**config.mk**
```make
export PLATFORM = sky130hd
export DESIGN_NAME = mult_datapath
export DESIGN_NICKNAME = d
export VERILOG_FILES = /design/src/rtl/mult_datapath.sv
export SDC_FILE = /design/constraint.sdc
export NUM_CORES = 1
export LEC_CHECK = 0
export CAP_MARGIN = 10
export CORE_ASPECT_RATIO = 1.25
export CORE_UTILIZATION = 44
export CTS_CLUSTER_DIAMETER = 40
export DETAILED_ROUTE_END_ITERATION = 10
export GPL_TIMING_DRIVEN = 0
export PLACE_DENSITY = 0.69
export REMOVE_ABC_BUFFERS = 1
export SYNTH_ARGS = -nofsm -noshare
export SYNTH_HDL_FRONTEND = slang
export SYNTH_SLANG_ARGS = --single-unit
```
**constraint.sdc**
```tcl
create_clock -name clk -period 7.15 [get_ports clk]
set_input_delay 0.715 -clock clk [delete_from_list [all_inputs] [get_ports clk]]
set_output_delay 0.715 -clock clk [all_outputs]
set_load 0.05 [all_outputs]
```
**src/rtl/mult_datapath.sv**
```systemverilog
// Datapath half of the sequential 8x8 multiplier: operand latches, step counter,
// one nibble partial product per cycle, shifted and accumulated into the product.
module mult_datapath #(
  parameter int OP_W = 8
) (
  input  logic              clk,
  input  logic              reset_a,
  input  logic              start,
  input  logic [OP_W-1:0]   dataa,
  input  logic [OP_W-1:0]   datab,
  input  logic [1:0]        input_sel,
  input  logic [1:0]        shift_sel,
  input  logic              clk_ena,
  input  logic              sclr_n,
  output logic [1:0]        count,
  output logic [OP_W-1:0]   partial,
  output logic [2*OP_W-1:0] product
);

  localparam int NIB = OP_W / 2;
  localparam int PW  = 2 * OP_W;

  logic [OP_W-1:0] a_reg;
  logic [OP_W-1:0] b_reg;
  logic [NIB-1:0]  nib_a;
  logic [NIB-1:0]  nib_b;
  logic [PW-1:0]   extended;
  logic [PW-1:0]   shifted;

  always_ff @(posedge clk or negedge reset_a) begin
    if (!reset_a) begin
      a_reg <= '0;
      b_reg <= '0;
    end else if (start) begin
      a_reg <= dataa;
      b_reg <= datab;
    end
  end

  // A start edge restarts the step count; otherwise it free-runs and wraps.
  always_ff @(posedge clk or negedge reset_a) begin
    if (!reset_a) begin
      count <= 2'd0;
    end else if (start) begin
      count <= 2'd0;
    end else begin
      count <= count + 2'd1;
    end
  end

  always_comb begin
    nib_a    = input_sel[1] ? a_reg[OP_W-1:NIB] : a_reg[NIB-1:0];
    nib_b    = input_sel[0] ? b_reg[OP_W-1:NIB] : b_reg[NIB-1:0];
    partial  = {{NIB{1'b0}}, nib_a} * {{NIB{1'b0}}, nib_b};
    extended = {{OP_W{1'b0}}, partial};
    shifted  = extended;
    case (shift_sel)
      2'b01:   shifted = extended << NIB;
      2'b10:   shifted = extended << OP_W;
      default: shifted = extended;
    endcase
  end

  // Clear wins over accumulate; start alone never touches the accumulator.
  always_ff @(posedge clk or negedge reset_a) begin
    if (!reset_a) begin
      product <= '0;
    end else if (!sclr_n) begin
      product <= '0;
    end else if (clk_ena) begin
      product <= product + shifted;
    end
  end

endmodule
```
==> results.toml, run 1 <==
[timing]
finalHoldViolations = 0
finalSetupTns_ns = 0
grt_setup_unrepaired = "no"
min_period_over_period = 0.8545
setup_viol_count_final = 0
fin_skew_ns = 0.008964
worstMarginPinSlew_ns = 0.9733
finalMaxSlewViolations = 0
fmax_ghz = 0.1637
slew_headroom = 0.3491
finalCriticalPeriod_ns = 6.110

[cells_and_area]
largest_reg_flops = 16
fin_area_um2 = 3523
fillers = 571
final_nets = 400
diodes = 0
layout-area-overhead-vs-synth_pct = 23.83
drive_above_1_share = 0.09357
finalNonFillerCells = 427

[floorplan]
row_count = 32
initial_utilization = 0.4585
die_area_um2 = 6794
die_width_um = 73.93
ios = 51
core_region_area_um2 = 6206
dieHeight_um = 91.91

[synthesis]
synth_warnings = 0
syn_inst = 294
ys_seq_area_frac = 0.2990
synth.distinct_cells = 51
async_flop_share = 1.000
ys.flop_type = "dfrtp_1"
netlist_area_um2 = 2845
netlist.top_cell.by_area = "dfrtp_1"
synthTopCellsByArea = "dfrtp_1 (30%), ha_1 (13%), mux2_2 (7.1%), mux2i_1 (5.3%), fa_1 (3.5%)"
synthMostInstantiatedCell = "dfrtp_1"
synth-edff-count = 0
synthTopCellsByCount = "dfrtp_1 (34), ha_1 (29), nor2_1 (21), mux2_2 (18), nand2_1 (18)"
ys_seq_elements = 34
synth_area_per_cell_um2 = 9.678
synth_top_area_frac = 0.2990

[pwr]
vdd_drop_max_uv = 128.9
power_density_nw_per_um2 = 277.4
leakage_uw = 0.001652

[outcome]
status = "finished clean"

[worst_setup_path]
rr_startpoint = "a_reg[0]"
r2r_setup_slack_ns = 1.83
worst_setup_path_end_kind = "flip-flop"
critPathKind = "in -> reg"
r2r_cells = 19
worstReg2RegEnd = "product[15]"
start_kind = "input port"
critPathArrivalTime_ns = 6.26
cp_max_fo = 7
crit_required_ns = 7.30

[cts]
cts_root_buf = "clkbuf_8"
ctsHoldBuffers = 0
cts_tree = "done"
clockBufferDepth = 2
numClockSinks = 34
cts_inserted_buffers = 5
cts-htree-levels = 2
post-cts-setup-buffer-count = 0
insertion_delay_ns = 0.29
cts_resized = 0
clk_pin_slew_ns = 0.08

[worst_hold_path]
worstHoldEndpoint = "count[0]"
hold_class = "reg -> reg"
hold-path-cell-count = 1
min_from = "count[0]"

[route]
drc_errors = 0
routed-wl-met3_um = 282
wire_per_inst_um = 14.44
dr.pass1.iters = 4
via_per_inst = 5.564
first_iter_violations = 110
routed.top_layer = "met4"
wl_met2_um = 3129
num_vias = 2376
drt-met1-wl_um = 2704
ant_nets = 0
drt_wl_total_um = 6165

[grt]
grt_start_max_net_pins = 35
grt-ovfl-total = 0
antenna_found_initial = 0
grt_pass1_wl_um = 10690
grt_use_total = 0.1985
grt_pass1_vias = 2389

[placed_design]
dpl-instance-area_um2 = 3410
io_buffer_count = 50
gp_congestion = 0.8603
hpwlAfterDp_um = 4845
place_inst = 419

[run]
drv_cap = 0
-- report_power, final --
part           switching (uW)  total (uW)  leakage (uW)  internal (uW)
logic                     342         553       0.00117            211
clock network            80.3         184     0.0000504            104
registers                21.9         240      0.000430            218
-- cells in the final DEF, fill, tap and decap left out, types with 3 or more instances in the layout --
cell type	synthesis	layout
a211oi_1	5	5
a21o_1	7	7
a21oi_1	10	10
a221o_1	4	4
a22o_1	3	3
a22oi_1	4	4
and2_1	9	9
and3_1	3	3
clkbuf_8	0	5
clkdlybuf4s50_1	0	49
dfrtp_1	34	34
fa_1	5	5
ha_1	29	29
inv_1	14	14
mux2_2	18	18
mux2i_1	15	15
nand2_1	18	18
nand2b_1	5	5
nand3_1	4	4
nor2_1	21	21
nor2b_1	10	10
nor3b_1	3	3
nor4bb_1	4	4
o211ai_1	3	3
o21ai_0	9	9
o21bai_1	3	3
or2_2	3	3
xnor2_1	9	9
xor2_1	3	3
-- critical path: stages --
cell	delay [ns]
clkdlybuf4s50_1	0.65
mux2i_1	0.19
or2_2	0.32
fa_1	0.53
inv_1	0.05
fa_1	0.55
inv_1	0.07
fa_1	0.47
inv_1	0.08
a21o_1	0.11
a21oi_1	0.07
xnor2_1	0.37
a22o_1	0.24
ha_1	0.31
a21o_1	0.22
a211o_1	0.30
a31oi_1	0.37
a2111oi_0	0.19
nor4_1	0.29
o2111ai_1	0.16
-- metrics by stage --
| step | worst slack (ns) | hold slack [ns] | power [uW] | utilization |
|---|---|---|---|---|
| floorplan | 1.271 | 0.4194 | 634.4 | - |
| global placement | 0.8620 | 0.4566 | 787.0 | 0.5502 |
| detailed placement | 0.7794 | 0.4661 | 794.7 | 0.5494 |
| CTS | 1.067 | 0.4821 | 984.0 | 0.5677 |
| global route | 0.7037 | 0.4895 | 1043 | 0.5677 |
| finish | 1.040 | 0.4750 | 977.4 | 0.5677 |
-- cells by family (layout without fill, tap and decap cells) --
kind of cell	Yosys count	count (layout)	synth area share
and+or+nand+nor	93	93	0.1794
adders and majority gates	34	34	0.1627
buffers and inverters	24	72	0.03166
AOI/OAI and AO/OA	64	64	0.1662
DFF	34	34	0.2990
muxes	33	33	0.1240
xor gates and xnor gates	12	12	0.03694
-- how the worst max path moves through the flow --
stage	startpoint	cells after the start	end	slack, ns
after floorplan	input_sel[1]	19	product[13]	1.27
after global placement	input_sel[1]	19	product[14]	0.86
after detailed placement	input_sel[0]	20	product[15]	0.78
after CTS	input_sel[0]	20	product[15]	1.07
after global routing	input_sel[0]	21	product[15]	0.70
final	input_sel[0]	20	product[15]	1.04
-- per-layer routing --
layer / vias to the layer above / GRT usage
met2: 60 / 0.3598
met5: - / 0
met1: 1135 / 0.2346
met4: 0 / 0.03365
li1: 1176 / -
met3: 5 / 0.04615
-- final cells by class --
cell class                      instances  area [um2]  area share
Clock buffer                            5       68.82     0.01953
Timing Repair Buffer                   50       495.5      0.1406
Multi-Input combinational cell        236        1904      0.5405
Clock inverter                          3       45.04     0.01278
Inverter                               14       52.55     0.01491
Tap cell                               85       106.4     0.03018
Sequential cell                        34       850.8      0.2415
Power figures use the tool's default switching activity.
==> inputs of run 2 (changes only) <==
Settings changed: SLEW_MARGIN set to 20.
==> run 2 against run 1 <==
First-iteration DRC count increased by 2.7%. Routed wire length increased by 0.21%. Sequential share of layout area decreased by 0.14 points. Final area increased by 0.57%. Sequential power about the same. Die area unchanged. Critical path depth unchanged. Global-route usage increased by 0.41 points. Combinational power about the same. Hold slack got worse by 0.20 ns. Utilization increased by 0.32 points. Via count increased by 0.51%.
==> results.toml, run 2 (synthesized netlist as in run 1, its figures left out) <==
[grt]
use_met3 = 0.05275
grt_pass1_wl_um = 10850
grt-ovfl-total = 0
grt_start_max_net_pins = 26
antenna_found_initial = 0
grt_busiest_layer = "met2"
use_met1 = 0.2415
grt_use_total = 0.2026
grtUsageMet2 = 0.3591
grt_pass1_vias = 2420

[worst_setup_path]
slowest_delay_ns = 0.65
start_kind = "input port"
cp_cell_sequence = "clkdlybuf4s50_1, mux2i_1, or2_2, fa_1, inv_1, fa_1, inv_1, fa_1, inv_1, a21o_1, a21oi_1, xnor2_1, a22o_1, ha_1, a21o_1, a211o_1, a31oi_1, a2111oi_0, nor4_1, o2111ai_1"
crit_family = "adder cells"
crit_slowest_cell = "clkdlybuf4s50_1"
critPathArrivalTime_ns = 6.26
cp_max_fo = 7
critPathKind = "in -> reg"
critical_path_buf_inv_count = 4
worst_setup_path_end_kind = "flip-flop"
crit_required_ns = 7.31

[cts]
cts-htree-levels = 2
insertion_delay_ns = 0.30
clk_pin_slew_ns = 0.08
post-cts-setup-buffer-count = 0
ctsHoldBuffers = 0
cts_resized = 0
cts_inserted_buffers = 5
numClockSinks = 34
clockBufferDepth = 2
cts_root_buf = "clkbuf_8"
cts_tree = "done"

[worst_hold_path]
hold_class = "in -> async"

[floorplan]
die_area_um2 = 6794
initial_utilization = 0.4585
dieHeight_um = 91.91
core_region_area_um2 = 6206
row_count = 32
ios = 51
die_width_um = 73.93

[timing]
finalHoldViolations = 0
min_period_over_period = 0.8530
grt_setup_unrepaired = "no"
finalSetupTns_ns = 0
fin_skew_ns = 0.009842
finalCriticalPeriod_ns = 6.099
setup_viol_count_final = 0
slew_headroom = 0.3428
finalMaxSlewViolations = 0
fmax_ghz = 0.1640
worstMarginPinSlew_ns = 0.9827

[cells_and_area]
layout-area-overhead-vs-synth_pct = 24.54
largest_reg_flops = 16
fillers = 572
diodes = 0
final_core_util = 0.5710
layout_commonest_cell = "clkdlybuf4s50_1"
drive_above_1_share = 0.09621
final_cell_mix = "clkdlybuf4s50_1 (49), dfrtp_1 (34), ha_1 (29)"
final_nets = 401

[placed_design]
gp_congestion = 0.8603
io_buffer_count = 50
hpwlAfterDp_um = 4919

[route]
via_per_inst = 5.579
first_iter_violations = 113
num_vias = 2388
ant_nets = 0
drc_errors = 0
drt_wl_total_um = 6178
dr.pass1.iters = 4
wire_per_inst_um = 14.43

[outcome]
status = "finished clean"

[pwr]
leakage_uw = 0.001661
power_density_nw_per_um2 = 276.1
vdd_drop_max_uv = 135.7

[run]
drv_cap = 0
[run 2: cell count changes in the layout (fill, tap and decap cells not counted), sizes merged]
cell	previous run	this run
buf	1	2
[run 2: power breakdown]
part	switching, uW	internal, uW
registers	22.5	218
clock network	79.5	104
logic	342	212
[run 2: metrics by stage]
| step | hold slack, ns | instance area, um2 | worst slack (ns) | cells | total power (uW) |
|---|---|---|---|---|---|
| detailed placement | 0.4664 | 3430 | 0.7565 | 420 | 796.8 |
| global placement | 0.4566 | 3415 | 0.8620 | 419 | 787.0 |
| finish | 0.2745 | 3543 | 1.051 | 428 | 978.5 |
| global route | 0.2826 | 3543 | 0.7730 | 428 | 1048 |
| floorplan | 0.4194 | 2808 | 1.271 | 284 | 634.4 |
| CTS | 0.2806 | 3543 | 1.058 | 428 | 986.4 |
[run 2: path summary, 6_finish.rpt]
check / start / end / slack [ns] / depth (start not counted)
max: input_sel[0] / product[15] / 1.05 / 20
min: reset_a / product[6] / 0.27 / 1
max reg2reg: a_reg[0] / product[15] / 1.85 / 19
min reg2reg: count[0] / count[0] / 0.48 / 1
max in group asynchronous: reset_a / a_reg[2] / 6.45 / 2
min in group clk: count[0] / count[0] / 0.48 / 1
[run 2: layer usage]
metal | share of wire | wire (um)
met4 | 0.0083 | 51
met3 | 0.046 | 287
met5 | 0 | 0
met2 | 0.51 | 3120
met1 | 0.44 | 2718
[run 2: final cells by class]
| cell class | count | area, um2 | share of cell area |
|---|---|---|---|
| Sequential cell | 34 | 850.8 | 0.2401 |
| Clock buffer | 5 | 68.82 | 0.01942 |
| Clock inverter | 3 | 45.04 | 0.01271 |
| Inverter | 14 | 52.55 | 0.01483 |
| Tap cell | 85 | 106.4 | 0.03001 |
| Timing Repair Buffer | 51 | 515.5 | 0.1455 |
| Multi-Input combinational cell | 236 | 1904 | 0.5374 |
